[config.mk]
export PLATFORM = sky130hd
export DESIGN_NAME = pipe_hazard_ctrl_flat
export DESIGN_NICKNAME = d
export VERILOG_FILES = /design/src/rtl/pipe_hazard_ctrl_pkg.sv /design/src/rtl/pipe_hazard_ctrl_if.sv /design/src/rtl/hazard_stage_reg.sv /design/src/rtl/pipe_hazard_ctrl.sv /design/src/flat_wrapper.sv
export SDC_FILE = /design/constraint.sdc
export NUM_CORES = 1
export LEC_CHECK = 0
export CORE_ASPECT_RATIO = 1.1
export CORE_MARGIN = 2
export CORE_UTILIZATION = 29
export DETAILED_ROUTE_END_ITERATION = 16
export GPL_ROUTABILITY_DRIVEN = 0
export PLACE_DENSITY = 0.57
export SETUP_SLACK_MARGIN = 0.4
export SLEW_MARGIN = 15
export SYNTH_ARGS = -nofsm -noshare
export SYNTH_HDL_FRONTEND = slang
export SYNTH_HIERARCHICAL = 1
export SYNTH_SLANG_ARGS = --single-unit
[constraint.sdc]
create_clock -name clk -period 5.6 [get_ports clk]
set_input_delay 1.12 -clock clk [delete_from_list [all_inputs] [get_ports clk]]
set_output_delay 1.12 -clock clk [all_outputs]
set_load 0.02 [all_outputs]
[src/rtl/pipe_hazard_ctrl_pkg.sv]
// Shared hazard-unit vocabulary: forwarding codes, Tuse/Tnew classes and the per-stage producer record.
// The decoder builds its Tuse/Tnew fields from these same enums.
package pipe_hazard_ctrl_pkg;

    typedef enum logic [1:0] {
        FWD_RF = 2'd0,
        FWD_E  = 2'd1,
        FWD_M  = 2'd2,
        FWD_W  = 2'd3
    } fwd_sel_e;

    typedef enum logic [1:0] {
        TUSE_BR   = 2'd0,
        TUSE_ALU  = 2'd1,
        TUSE_ST   = 2'd2,
        TUSE_NONE = 2'd3
    } tuse_e;

    typedef enum logic [1:0] {
        TNEW_JAL  = 2'd0,
        TNEW_ALU  = 2'd1,
        TNEW_LOAD = 2'd2
    } tnew_e;

    typedef logic [4:0] reg_idx_t;

    typedef struct packed {
        logic       valid;
        logic       we;
        reg_idx_t   dst;
        reg_idx_t   rs;
        reg_idx_t   rt;
        logic [1:0] tnew;
    } stage_t;

    localparam stage_t STAGE_BUBBLE = '0;

    function automatic logic [1:0] sat_dec(input logic [1:0] t);
        return (t == 2'd0) ? 2'd0 : t - 2'd1;
    endfunction

    // $0 is hard-wired zero, so it can never be a forwarding or stall source.
    function automatic logic hits(input stage_t s, input reg_idx_t r);
        return s.valid & s.we & (s.dst == r) & (r != 5'd0);
    endfunction

endpackage

[src/rtl/pipe_hazard_ctrl_if.sv]
// D-stage decode word into the hazard unit and its stall/forward controls back to the datapath.
// Purely combinational signal bundle; no handshake, the datapath obeys stall every cycle.
interface pipe_hazard_ctrl_if #(
    parameter int CNT_W = 32
);
    import pipe_hazard_ctrl_pkg::*;

    logic             d_valid;
    reg_idx_t         d_rs;
    reg_idx_t         d_rt;
    logic [1:0]       d_tuse_rs;
    logic [1:0]       d_tuse_rt;
    logic             d_we;
    reg_idx_t         d_dst;
    logic [1:0]       d_tnew;
    logic             stall;
    logic [1:0]       fwd_d_rs;
    logic [1:0]       fwd_d_rt;
    logic [1:0]       fwd_e_rs;
    logic [1:0]       fwd_e_rt;
    logic [1:0]       fwd_m_rt;
    logic [CNT_W-1:0] stall_cnt;

    modport master (
        output d_valid, d_rs, d_rt, d_tuse_rs, d_tuse_rt, d_we, d_dst, d_tnew,
        input  stall, fwd_d_rs, fwd_d_rt, fwd_e_rs, fwd_e_rt, fwd_m_rt, stall_cnt
    );

    modport slave (
        input  d_valid, d_rs, d_rt, d_tuse_rs, d_tuse_rt, d_we, d_dst, d_tnew,
        output stall, fwd_d_rs, fwd_d_rt, fwd_e_rs, fwd_e_rt, fwd_m_rt, stall_cnt
    );

endinterface

[src/rtl/hazard_stage_reg.sv]
// One pipeline-stage producer record; loads every clock, i_bubble loads an empty record instead.
// Latency one cycle; no backpressure, the stage always advances.
module hazard_stage_reg
    import pipe_hazard_ctrl_pkg::*;
(
    input  logic   clk,
    input  logic   rst_n,
    input  logic   i_bubble,
    input  stage_t i_dat,
    output stage_t o_dat
);

    stage_t r_dat;

    always_ff @(posedge clk or negedge rst_n) begin
        if (!rst_n) begin
            r_dat <= STAGE_BUBBLE;
        end else if (i_bubble) begin
            r_dat <= STAGE_BUBBLE;
        end else begin
            r_dat <= i_dat;
        end
    end

    assign o_dat = r_dat;

endmodule

[src/rtl/pipe_hazard_ctrl.sv]
// Hazard unit for the 5-stage pipe: tracks E/M/W producers, raises stall on Tuse<Tnew, picks forward sources.
// stall/fwd are combinational from D inputs and stage state; stall freezes F/D and bubbles D/E.
module pipe_hazard_ctrl
    import pipe_hazard_ctrl_pkg::*;
#(
    parameter int CNT_W = 32
) (
    input  logic              clk,
    input  logic              rst_n,
    pipe_hazard_ctrl_if.slave hz
);

    stage_t           w_d_rec;
    stage_t           w_e;
    stage_t           w_m;
    stage_t           w_w;
    stage_t           w_m_in;
    stage_t           w_w_in;
    logic             w_stall;
    logic             w_e_bubble;
    logic [CNT_W-1:0] r_stall_cnt;
    logic             w_unused_ok;

    function automatic logic needs_stall(input stage_t e, input stage_t m,
                                         input reg_idx_t r, input logic [1:0] tuse);
        return (tuse != TUSE_NONE) &&
               ((hits(e, r) && (tuse < e.tnew)) || (hits(m, r) && (tuse < m.tnew)));
    endfunction

    // Nearest producer owns the register; if its value is not ready yet the
    // stall already covers it, so an older stage must not be selected.
    function automatic fwd_sel_e fwd_d_sel(input stage_t e, input stage_t m,
                                           input stage_t w, input reg_idx_t r);
        fwd_sel_e sel;
        sel = FWD_RF;
        if (hits(e, r)) begin
            if (e.tnew == 2'd0) sel = FWD_E;
        end else if (hits(m, r)) begin
            if (m.tnew == 2'd0) sel = FWD_M;
        end else if (hits(w, r)) begin
            sel = FWD_W;
        end
        return sel;
    endfunction

    function automatic fwd_sel_e fwd_e_sel(input stage_t m, input stage_t w, input reg_idx_t r);
        fwd_sel_e sel;
        sel = FWD_RF;
        if (hits(m, r) && (m.tnew == 2'd0)) begin
            sel = FWD_M;
        end else if (hits(w, r)) begin
            sel = FWD_W;
        end
        return sel;
    endfunction

    always_comb begin
        w_d_rec       = STAGE_BUBBLE;
        w_d_rec.valid = hz.d_valid;
        w_d_rec.we    = hz.d_valid & hz.d_we & (hz.d_dst != 5'd0);
        w_d_rec.dst   = hz.d_dst;
        w_d_rec.rs    = hz.d_rs;
        w_d_rec.rt    = hz.d_rt;
        w_d_rec.tnew  = hz.d_tnew;
    end

    always_comb begin
        w_m_in      = w_e;
        w_m_in.tnew = sat_dec(w_e.tnew);
        w_w_in      = w_m;
        w_w_in.tnew = 2'd0;
    end

    assign w_stall = hz.d_valid &&
                     (needs_stall(w_e, w_m, hz.d_rs, hz.d_tuse_rs) ||
                      needs_stall(w_e, w_m, hz.d_rt, hz.d_tuse_rt));

    assign w_e_bubble = w_stall | ~hz.d_valid;

    hazard_stage_reg u_stage_e (
        .clk      (clk),
        .rst_n    (rst_n),
        .i_bubble (w_e_bubble),
        .i_dat    (w_d_rec),
        .o_dat    (w_e)
    );

    hazard_stage_reg u_stage_m (
        .clk      (clk),
        .rst_n    (rst_n),
        .i_bubble (1'b0),
        .i_dat    (w_m_in),
        .o_dat    (w_m)
    );

    hazard_stage_reg u_stage_w (
        .clk      (clk),
        .rst_n    (rst_n),
        .i_bubble (1'b0),
        .i_dat    (w_w_in),
        .o_dat    (w_w)
    );

    always_ff @(posedge clk or negedge rst_n) begin
        if (!rst_n) begin
            r_stall_cnt <= '0;
        end else if (w_stall && (r_stall_cnt != {CNT_W{1'b1}})) begin
            r_stall_cnt <= r_stall_cnt + 1'b1;
        end
    end

    assign hz.stall     = w_stall;
    assign hz.fwd_d_rs  = hz.d_valid ? fwd_d_sel(w_e, w_m, w_w, hz.d_rs) : FWD_RF;
    assign hz.fwd_d_rt  = hz.d_valid ? fwd_d_sel(w_e, w_m, w_w, hz.d_rt) : FWD_RF;
    assign hz.fwd_e_rs  = fwd_e_sel(w_m, w_w, w_e.rs);
    assign hz.fwd_e_rt  = fwd_e_sel(w_m, w_w, w_e.rt);
    assign hz.fwd_m_rt  = hits(w_w, w_m.rt) ? FWD_W : FWD_RF;
    assign hz.stall_cnt = r_stall_cnt;

    // Store data only reads rt, and W results are final, so these fields have no consumer.
    assign w_unused_ok = ^{w_m.rs, w_w.rs, w_w.rt, w_w.tnew};

endmodule
[src/flat_wrapper.sv]
// flat-port wrapper written by rule: the top's interface ports become plain ports
module pipe_hazard_ctrl_flat import pipe_hazard_ctrl_pkg::*;
#(
    parameter int CNT_W = 32
)
  (clk, rst_n, hz_d_valid, hz_d_rs, hz_d_rt, hz_d_tuse_rs, hz_d_tuse_rt, hz_d_we, hz_d_dst, hz_d_tnew, hz_stall, hz_fwd_d_rs, hz_fwd_d_rt, hz_fwd_e_rs, hz_fwd_e_rt, hz_fwd_m_rt, hz_stall_cnt);
  pipe_hazard_ctrl_if #(.CNT_W(CNT_W)) hz_i ();
  input  logic clk;
  input  logic rst_n;
  input wire logic [$bits(hz_i.d_valid)-1:0] hz_d_valid;
  input wire logic [$bits(hz_i.d_rs)-1:0] hz_d_rs;
  input wire logic [$bits(hz_i.d_rt)-1:0] hz_d_rt;
  input wire logic [$bits(hz_i.d_tuse_rs)-1:0] hz_d_tuse_rs;
  input wire logic [$bits(hz_i.d_tuse_rt)-1:0] hz_d_tuse_rt;
  input wire logic [$bits(hz_i.d_we)-1:0] hz_d_we;
  input wire logic [$bits(hz_i.d_dst)-1:0] hz_d_dst;
  input wire logic [$bits(hz_i.d_tnew)-1:0] hz_d_tnew;
  output wire logic [$bits(hz_i.stall)-1:0] hz_stall;
  output wire logic [$bits(hz_i.fwd_d_rs)-1:0] hz_fwd_d_rs;
  output wire logic [$bits(hz_i.fwd_d_rt)-1:0] hz_fwd_d_rt;
  output wire logic [$bits(hz_i.fwd_e_rs)-1:0] hz_fwd_e_rs;
  output wire logic [$bits(hz_i.fwd_e_rt)-1:0] hz_fwd_e_rt;
  output wire logic [$bits(hz_i.fwd_m_rt)-1:0] hz_fwd_m_rt;
  output wire logic [$bits(hz_i.stall_cnt)-1:0] hz_stall_cnt;
  assign hz_i.d_valid = hz_d_valid;
  assign hz_i.d_rs = hz_d_rs;
  assign hz_i.d_rt = hz_d_rt;
  assign hz_i.d_tuse_rs = hz_d_tuse_rs;
  assign hz_i.d_tuse_rt = hz_d_tuse_rt;
  assign hz_i.d_we = hz_d_we;
  assign hz_i.d_dst = hz_d_dst;
  assign hz_i.d_tnew = hz_d_tnew;
  assign hz_stall = hz_i.stall;
  assign hz_fwd_d_rs = hz_i.fwd_d_rs;
  assign hz_fwd_d_rt = hz_i.fwd_d_rt;
  assign hz_fwd_e_rs = hz_i.fwd_e_rs;
  assign hz_fwd_e_rt = hz_i.fwd_e_rt;
  assign hz_fwd_m_rt = hz_i.fwd_m_rt;
  assign hz_stall_cnt = hz_i.stall_cnt;
  pipe_hazard_ctrl #(.CNT_W(CNT_W)) u_core (.clk(clk), .rst_n(rst_n), .hz(hz_i));
endmodule
### After elaboration in Yosys (flattened, before gate mapping)

Index checks and enable logic that the tools add are counted.

* equality and inequality tests: 14
* mux-type cells: 17
* add/sub/neg operators: 2
* reduce and logical (&&, ||, !) cells: 21
* $lt $le $gt $ge: 4
* bitwise logic cells: 29

Operators with widths (number)
* $eq A5 B5 Y1: 11
* $add A32 B1 Y32 const B: 1
* $ne A32 B32 Y1 const B: 1
* $mux W2: 15
* $reduce_bool A5 Y1: 6
* $and A1 B1 Y1: 27
* $mux W19: 1
* $logic_and A1 B1 Y1: 10
* $lt A2 B2 Y1: 4
* $logic_not A2 Y1: 2
* $ne A2 B2 Y1 const B: 2
* $logic_or A1 B1 Y1: 3
* $sub A2 B1 Y2 const B: 1
* $mux W1: 1
* $not A1 Y1: 1
* $or A1 B1 Y1: 1

* output and inout port bits: 43
* logic and storage cells: 102
* register bits: 72
* input port bits: 25

### Logic depth before layout (Yosys ltp)

Gate-level depths: netlist of run 1.

* depth after elaboration: 10
* mapped depth: 10
* gate-level depth less buffers: 8

### Modules after synthesis

The synthesis of run 1 kept the hierarchy.

By module, submodules not included
* pipe_hazard_ctrl: times used 1, area an instance 2712.6 um2, cells each 302
* hazard_stage_reg: times used 3, area an instance 611.8 um2, cells each 39

### Worst setup path before layout of run 1

No wires, ideal clock.

* path kind: input to output
* start point: in hz_d_rt[1]
* end point: out hz_stall
* required time: 4.480 ns
* arrival time: 2.794 ns
* slack: 1.686 ns
* stages on the path: 7
* cells stage by stage: or4_4 > nor2_4 > nor4_2 > and3b_1 > a2111oi_4 > buf_4 > nor2b_1

* cells in the longest elaborated chain, start to end: 8
* elaborated cells between the ends (all ways): 13
* those cells by class: eq/ne (2); bitwise (4); reduce/logical (7)

RTL lines
* from (decl): line flat_wrapper.sv:12 `input wire logic [$bits(hz_i.d_rt)-1:0] hz_d_rt;`
* $eq A5 B5 Y1: line pipe_hazard_ctrl_pkg.sv:44 `return s.valid & s.we & (s.dst == r) & (r != 5'd0);`
* $and A1 B1 Y1 (2 in series): line pipe_hazard_ctrl_pkg.sv:44
* $logic_and A1 B1 Y1: line pipe_hazard_ctrl.sv:27 `((hits(e, r) && (tuse < e.tnew)) || (hits(m, r) && (tuse < m.tnew)));`
* $logic_or A1 B1 Y1 *: line pipe_hazard_ctrl.sv:27
* $logic_and A1 B1 Y1 *: line pipe_hazard_ctrl.sv:26 `return (tuse != TUSE_NONE) &&`
* $logic_or A1 B1 Y1 *: line pipe_hazard_ctrl.sv:75 `(needs_stall(w_e, w_m, hz.d_rs, hz.d_tuse_rs) ||`
* $logic_and A1 B1 Y1 *: line pipe_hazard_ctrl.sv:74 `assign w_stall = hz.d_valid &&`
* to (decl): line flat_wrapper.sv:18 `output wire logic [$bits(hz_i.stall)-1:0] hz_stall;`

Every way passes the cells marked *; elsewhere a longest branch is shown, timed or not.

### Worst setup path in the final report of run 1

Same ends and word-level chain as after synthesis.

==> reports/metrics.csv, run 1 <==
metric,value,unit
unrepaired setup endpoints after global routing,false,
post-DR wirelength/cell,15.3,microns
slowest CP cell,or4_4,
H-tree levels,3,
violation count after the first detailed-route iteration,159,
die width,116,microns
LEAKAGE,0.00227,uW
vias in the first global route,3181,
CTS buffer count,9,
Worst-path clk slew,0.06,ns
post-synthesis cell count,385,
CP Depth,8,
antenna violations before repair,0,
Post-CTS Resized,0,
CTS tree,yes,
pin count of the biggest net entering global routing,73,
"Clk Latency, worst-skew pair",0.34,ns
fin crit period,4.78,ns
fin. max-slew vios,0,
CP endpoint kind,primary output,
first-pass GRT wire length,16600,microns
Setup WS post-layout,0.819,ns
total grt overflow,0,
dpl cell area,0.00488,sq mm
number of synthesis warnings,6,
Min-Delay Path Depth,1,
cell chosen for the clock root,clkbuf_16,
CP max FO,5,
VDD IR max,152,uV
# port buffers,67,
num rows,45,
Antenna Diode Count,0,
crit path launch type,input port,
fillers,1363,
share of layout cells above drive strength 1,0.0749,
WP data required,4.48,ns
cell family with most CP delay,buffers and inverters,
worst-case clock buffer depth,2,
final instance area,0.00519,sq mm
cells on worst reg2reg path,9,
fmax,0.209,GHz
area delta synth->final,29.4,%
Multi-input gate area,0.00214,sq mm
Clock Sinks,72,
DP Worst Slack,0.818,ns
Antenna Nets Post-Route,0,
Core ar.,0.0137,sq mm
"Setup violations, final",0,
Max-cap violations,0,
slew of the pin with the lowest slew margin,0.947,ns
PwrDens,238,mW/mm^2
WL final,10000,microns
vias,3037,
HPWL Detailed,7320,microns
"Hold-fix buffers, CTS",0,
Setup TNS Final,0,ns
R2R setup slack,2.69,ns
critical path's largest stage delay,0.59,ns
critical setup path kind,in -> out,
fin nets,492,
Post-CTS Repair Setup Buffers,0,
Avg Inst Size Synth,10.4,sq um
First-pass DRT Iterations,4,
Max-Slew Margin vs Limit,0.369,
final hold violations,0,
"Cell Chain, Critical Path",clkdlybuf4s50_1 -> or4_4 -> nor2_4 -> nor4_2 -> and3b_1 -> a2111oi_4 -> nor2b_1 -> clkdlybuf4s50_1,
Crit path buffers/inverters,2,
final core utilization,0.379,
clk_skew,0.00635,ns
Hold WC Path Type,reg -> reg,
full die area,0.0148,sq mm
status,finished clean,
Worst Path Arrival,3.66,ns
Register Area,0.00180,sq mm
Crit path top cell by count,clkdlybuf4s50_1,
die height,127,microns
synthesized cell area,0.00401,sq mm
period utilization,0.854,
Initial Util,0.293,
vias per cell,4.64,
Top Ports,68,
Total GRT Usage,0.147,
DRC,0,
## placed cells by master, fill, tap and decap left out, types with 3 or more instances in the layout
cell	instances
clkbuf_16	9
nor3b_1	7
inv_1	5
nor2_1	19
and2_1	5
nand2_1	24
xor2_1	46
xnor2_1	34
nand4_1	13
and4_1	3
dfrtp_1	72
nor4_2	8
nand3_1	15
nor2b_1	28
and2b_1	19
or4_1	5
clkinvlp_4	3
a21oi_1	3
clkdlybuf4s50_1	66
nor4_1	8
conb_1	14
ha_1	5
buf_4	3
nor3_1	16
## power breakdown
part / internal (uW) / switching [uW]
clock network: 348 / 234
registers: 533 / 18.0
logic: 51.5 / 51.1
## registers in the layout, summed over array words and instances, names as in the netlist
name,flops
u_core/u_stage_m/o_dat,14
u_core/u_stage_w/o_dat,7
u_core/u_stage_e/o_dat,19
u_core/hz.stall_cnt,32
## final timing paths
| check | start | to |
|---|---|---|
| setup / recovery | hz_d_rt[1] | hz_stall |
| hold / removal | u_core/u_stage_e/o_dat[18] | u_core/u_stage_m/o_dat[18] |
| setup reg to reg | u_core/u_stage_m/o_dat[1] | u_core/u_stage_e/o_dat[17] |
| hold reg to reg | u_core/u_stage_e/o_dat[18] | u_core/u_stage_m/o_dat[18] |
| max in group asynchronous | rst_n | u_core/hz.stall_cnt[25] |
| min in group asynchronous | rst_n | u_core/u_stage_m/o_dat[3] |
## worst reg2reg max path: stages (launching register included)
cell       delay (ns)
dfrtp_1          0.40
inv_1            0.08
ha_1             0.29
nor2b_1          0.13
o22ai_1          0.08
and3b_1          0.21
a2111oi_4        0.38
buf_4            0.42
nand2_1          0.50
and2b_1          0.36
## layer usage
layer	wire, microns	GRT usage
met4	213	0.0532
met3	592	0.0579
met2	4840	0.231
met1	4390	0.183
met5	0	0
## metrics by stage
| stage | hold slack, ns | cells | power [uW] |
|---|---|---|---|
| floorplan | 0.457 | 398 | 613 |
| finish | 0.478 | 655 | 1240 |
| detailed placement | 0.469 | 639 | 664 |
| global placement | 0.461 | 639 | 662 |
| CTS | 0.484 | 655 | 1260 |
| global route | 0.503 | 655 | 1300 |
## area by class of cell
type	count	share of cell area
Tap cell	188	0.0453
Clock buffer	9	0.0434
Timing Repair Buffer	70	0.133
Multi-Input combinational cell	304	0.413
Clock inverter	7	0.0152
Inverter	5	0.00362
Sequential cell	72	0.347
Note: power is estimated with default switching activity, not from simulation.
==> inputs of run 2 (changes only) <==
--- a/config.mk
+++ b/config.mk
@@ -10,7 +10,7 @@
 export CORE_UTILIZATION = 29
 export DETAILED_ROUTE_END_ITERATION = 16
 export GPL_ROUTABILITY_DRIVEN = 0
-export PLACE_DENSITY = 0.57
+export PLACE_DENSITY = 0.59
 export SETUP_SLACK_MARGIN = 0.4
 export SLEW_MARGIN = 15
 export SYNTH_ARGS = -nofsm -noshare
==> constraint.sdc (replaced) <==
create_clock -name clk -period 4.13 [get_ports clk]
set_input_delay 0.826 -clock clk [delete_from_list [all_inputs] [get_ports clk]]
set_output_delay 0.826 -clock clk [all_outputs]
set_load 0.02 [all_outputs]
==> run 2 against run 1 <==
Power grew 29%. Setup slack lost 0.42 ns. Highest routed layer is now met5. Largest power group is now sequential cells. Flip-flop and latch count is the same. Worst hold slack gained 0.0047 ns. Die area is the same. Sequential power grew 35%. Cell count grew 2.1%. Via count grew 1.4%.
==> reports/metrics.csv, run 2 (synthesis results as in run 1) <==
metric,value,unit,change
status,finished clean,,
most frequent cells in the layout,"72 x dfrtp_1, 56 x clkdlybuf4s50_1, 46 x xor2_1",,
unrepaired setup endpoints after global routing,true,,
"commonest non-fill, non-tap cell in the layout",dfrtp_1,,
vias per cell,4.61,,-0.67%
CP startpoint,hz_d_rt[4],,
WL final,10300,microns,+2.4%
cell chosen for the clock root,clkbuf_16,,
HPWL Detailed,7620,microns,+4.2%
H-tree levels,3,,unchanged
"Setup violations, final",0,,unchanged
DRC,0,,unchanged
pin count of the biggest net entering global routing,34,,-53%
Hold WC Path Type,reg -> reg,,
Max-Slew Margin vs Limit,0.509,,+0.140
Total GRT Usage,0.148,,+0.000713
CP endpoint kind,primary output,,
violation count after the first detailed-route iteration,109,,-31%
area delta synth->final,31.7,%,
Worst-path clk slew,0.05,ns,about the same
LEAKAGE,0.00238,uW,+4.7%
CTS tree,yes,,
slew of the pin with the lowest slew margin,0.737,ns,-0.210 ns
CP max FO,4,,-1
worst-case clock buffer depth,2,,unchanged
clk_skew,0.00785,ns,+0.00150 ns
vias,3081,,+1.4%
WP data required,3.30,ns,-1.18 ns
VDD IR max,290,uV,+90%
die width,116,microns,unchanged
fillers,1391,,+2.1%
Worst Path Arrival,2.90,ns,-0.76 ns
first-pass GRT wire length,16500,microns,-0.74%
worst r2r src,u_core/u_stage_m/o_dat[16],,
total grt overflow,0,,unchanged
Top Ports,68,,unchanged
Clock Sinks,72,,unchanged
vias in the first global route,3219,,+1.2%
"Clk Latency, worst-skew pair",0.34,ns,about the same
period utilization,0.903,,
Register Area,0.00180,sq mm,unchanged
"Hold-fix buffers, CTS",0,,unchanged
CTS buffer count,9,,unchanged
Largest register FFs,32,,unchanged
antenna violations before repair,1,,+1
hold path start,u_core/u_stage_m/o_dat[18],,
overall power,1600,uW,+29%
# port buffers,67,,unchanged
Max-cap violations,0,,unchanged
full die area,0.0148,sq mm,unchanged
fin nets,506,,+2.8%
die height,127,microns,unchanged
Initial Util,0.293,,unchanged
Antenna Diode Count,0,,unchanged
Antenna Nets Post-Route,0,,unchanged
First-pass DRT Iterations,4,,unchanged
num rows,45,,unchanged
PwrDens,303,mW/mm^2,+27%
share of layout cells above drive strength 1,0.114,,+0.0394
fmax,0.268,GHz,
Finished Layout Cells,669,,+2.1%
Multi-input gate area,0.00217,sq mm,+1.4%
fin. max-slew vios,0,,unchanged
placed insts,652,,+2.0%
Core ar.,0.0137,sq mm,unchanged
fin crit period,3.73,ns,
post-DR wirelength/cell,15.3,microns,+0.21%
final hold violations,0,,unchanged
crit path launch type,input port,,
critical setup path kind,in -> out,,
==> run 2: through the flow <==
stage / worst slack (ns) / hold WS (ns) / utilization / TNS, ns / instance area (sq um)
CTS: 0.200 / 0.488 / 0.386 / 0 / 5280
global route: 0.324 / 0.508 / 0.386 / 0 / 5280
floorplan: 0.804 / 0.457 / - / 0 / 4060
detailed placement: -0.0746 / 0.477 / 0.364 / -0.151 / 4980
global placement: -0.0871 / 0.462 / 0.364 / -0.174 / 4980
finish: 0.399 / 0.483 / 0.386 / 0 / 5280
==> run 2: final cells by class <==
cell class / instances / share of cell area
clock buffer: 13 / 0.0474
inverter: 5 / 0.00355
sequential: 72 / 0.341
multi-input combinational: 304 / 0.411
tap: 188 / 0.0445
timing repair buffer: 84 / 0.149
clock inverter: 3 / 0.00332
==> run 2: per-layer routing <==
| metal | vias up | global-route usage | wire length [microns] |
|---|---|---|---|
| li1 | 1491 | - | - |
| met1 | 1486 | 0.172 | 4380 |
| met2 | 78 | 0.240 | 4970 |
| met3 | 24 | 0.0617 | 654 |
| met4 | 2 | 0.0602 | 249 |
| met5 | - | 0 | 13 |
==> run 2: power breakdown <==
part | switching [uW] | total [uW] | internal (uW) | leakage [uW]
combinational | 70.8 | 146 | 75.4 | 0.00127
sequential | 23.9 | 746 | 723 | 0.000978
clock | 285 | 706 | 421 | 0.000130
==> run 2: what timing repair did <==
item | 4_1_cts | 5_1_grt
buffers inserted | 1 | 0
setup endpoints to repair | 5 | 5
pin swaps | 3 | 5
gates resized for setup | 19 | 10
==> run 2: critical path, cell delays in order <==
cell	delay (ns)
clkdlybuf4s50_1	0.56
or4_4	0.17
nor2_4	0.04
or4_1	0.52
nor2_1	0.14
a21oi_1	0.06
nor3b_1	0.27
clkdlybuf4s15_2	0.31
==> run 2: final timing paths <==
path                            slack [ns]                          to  depth (start not counted)
worst max-delay path                  0.40              hz_fwd_d_rt[1]                          8
worst min-delay path                  0.48  u_core/u_stage_w/o_dat[18]                          1
worst max register to register        1.52      u_core/hz.stall_cnt[1]                          8
worst min register to register        0.48  u_core/u_stage_w/o_dat[18]                          1
max in group asynchronous             2.80     u_core/hz.stall_cnt[14]                          2
min in group asynchronous             0.55   u_core/u_stage_e/o_dat[4]                          1
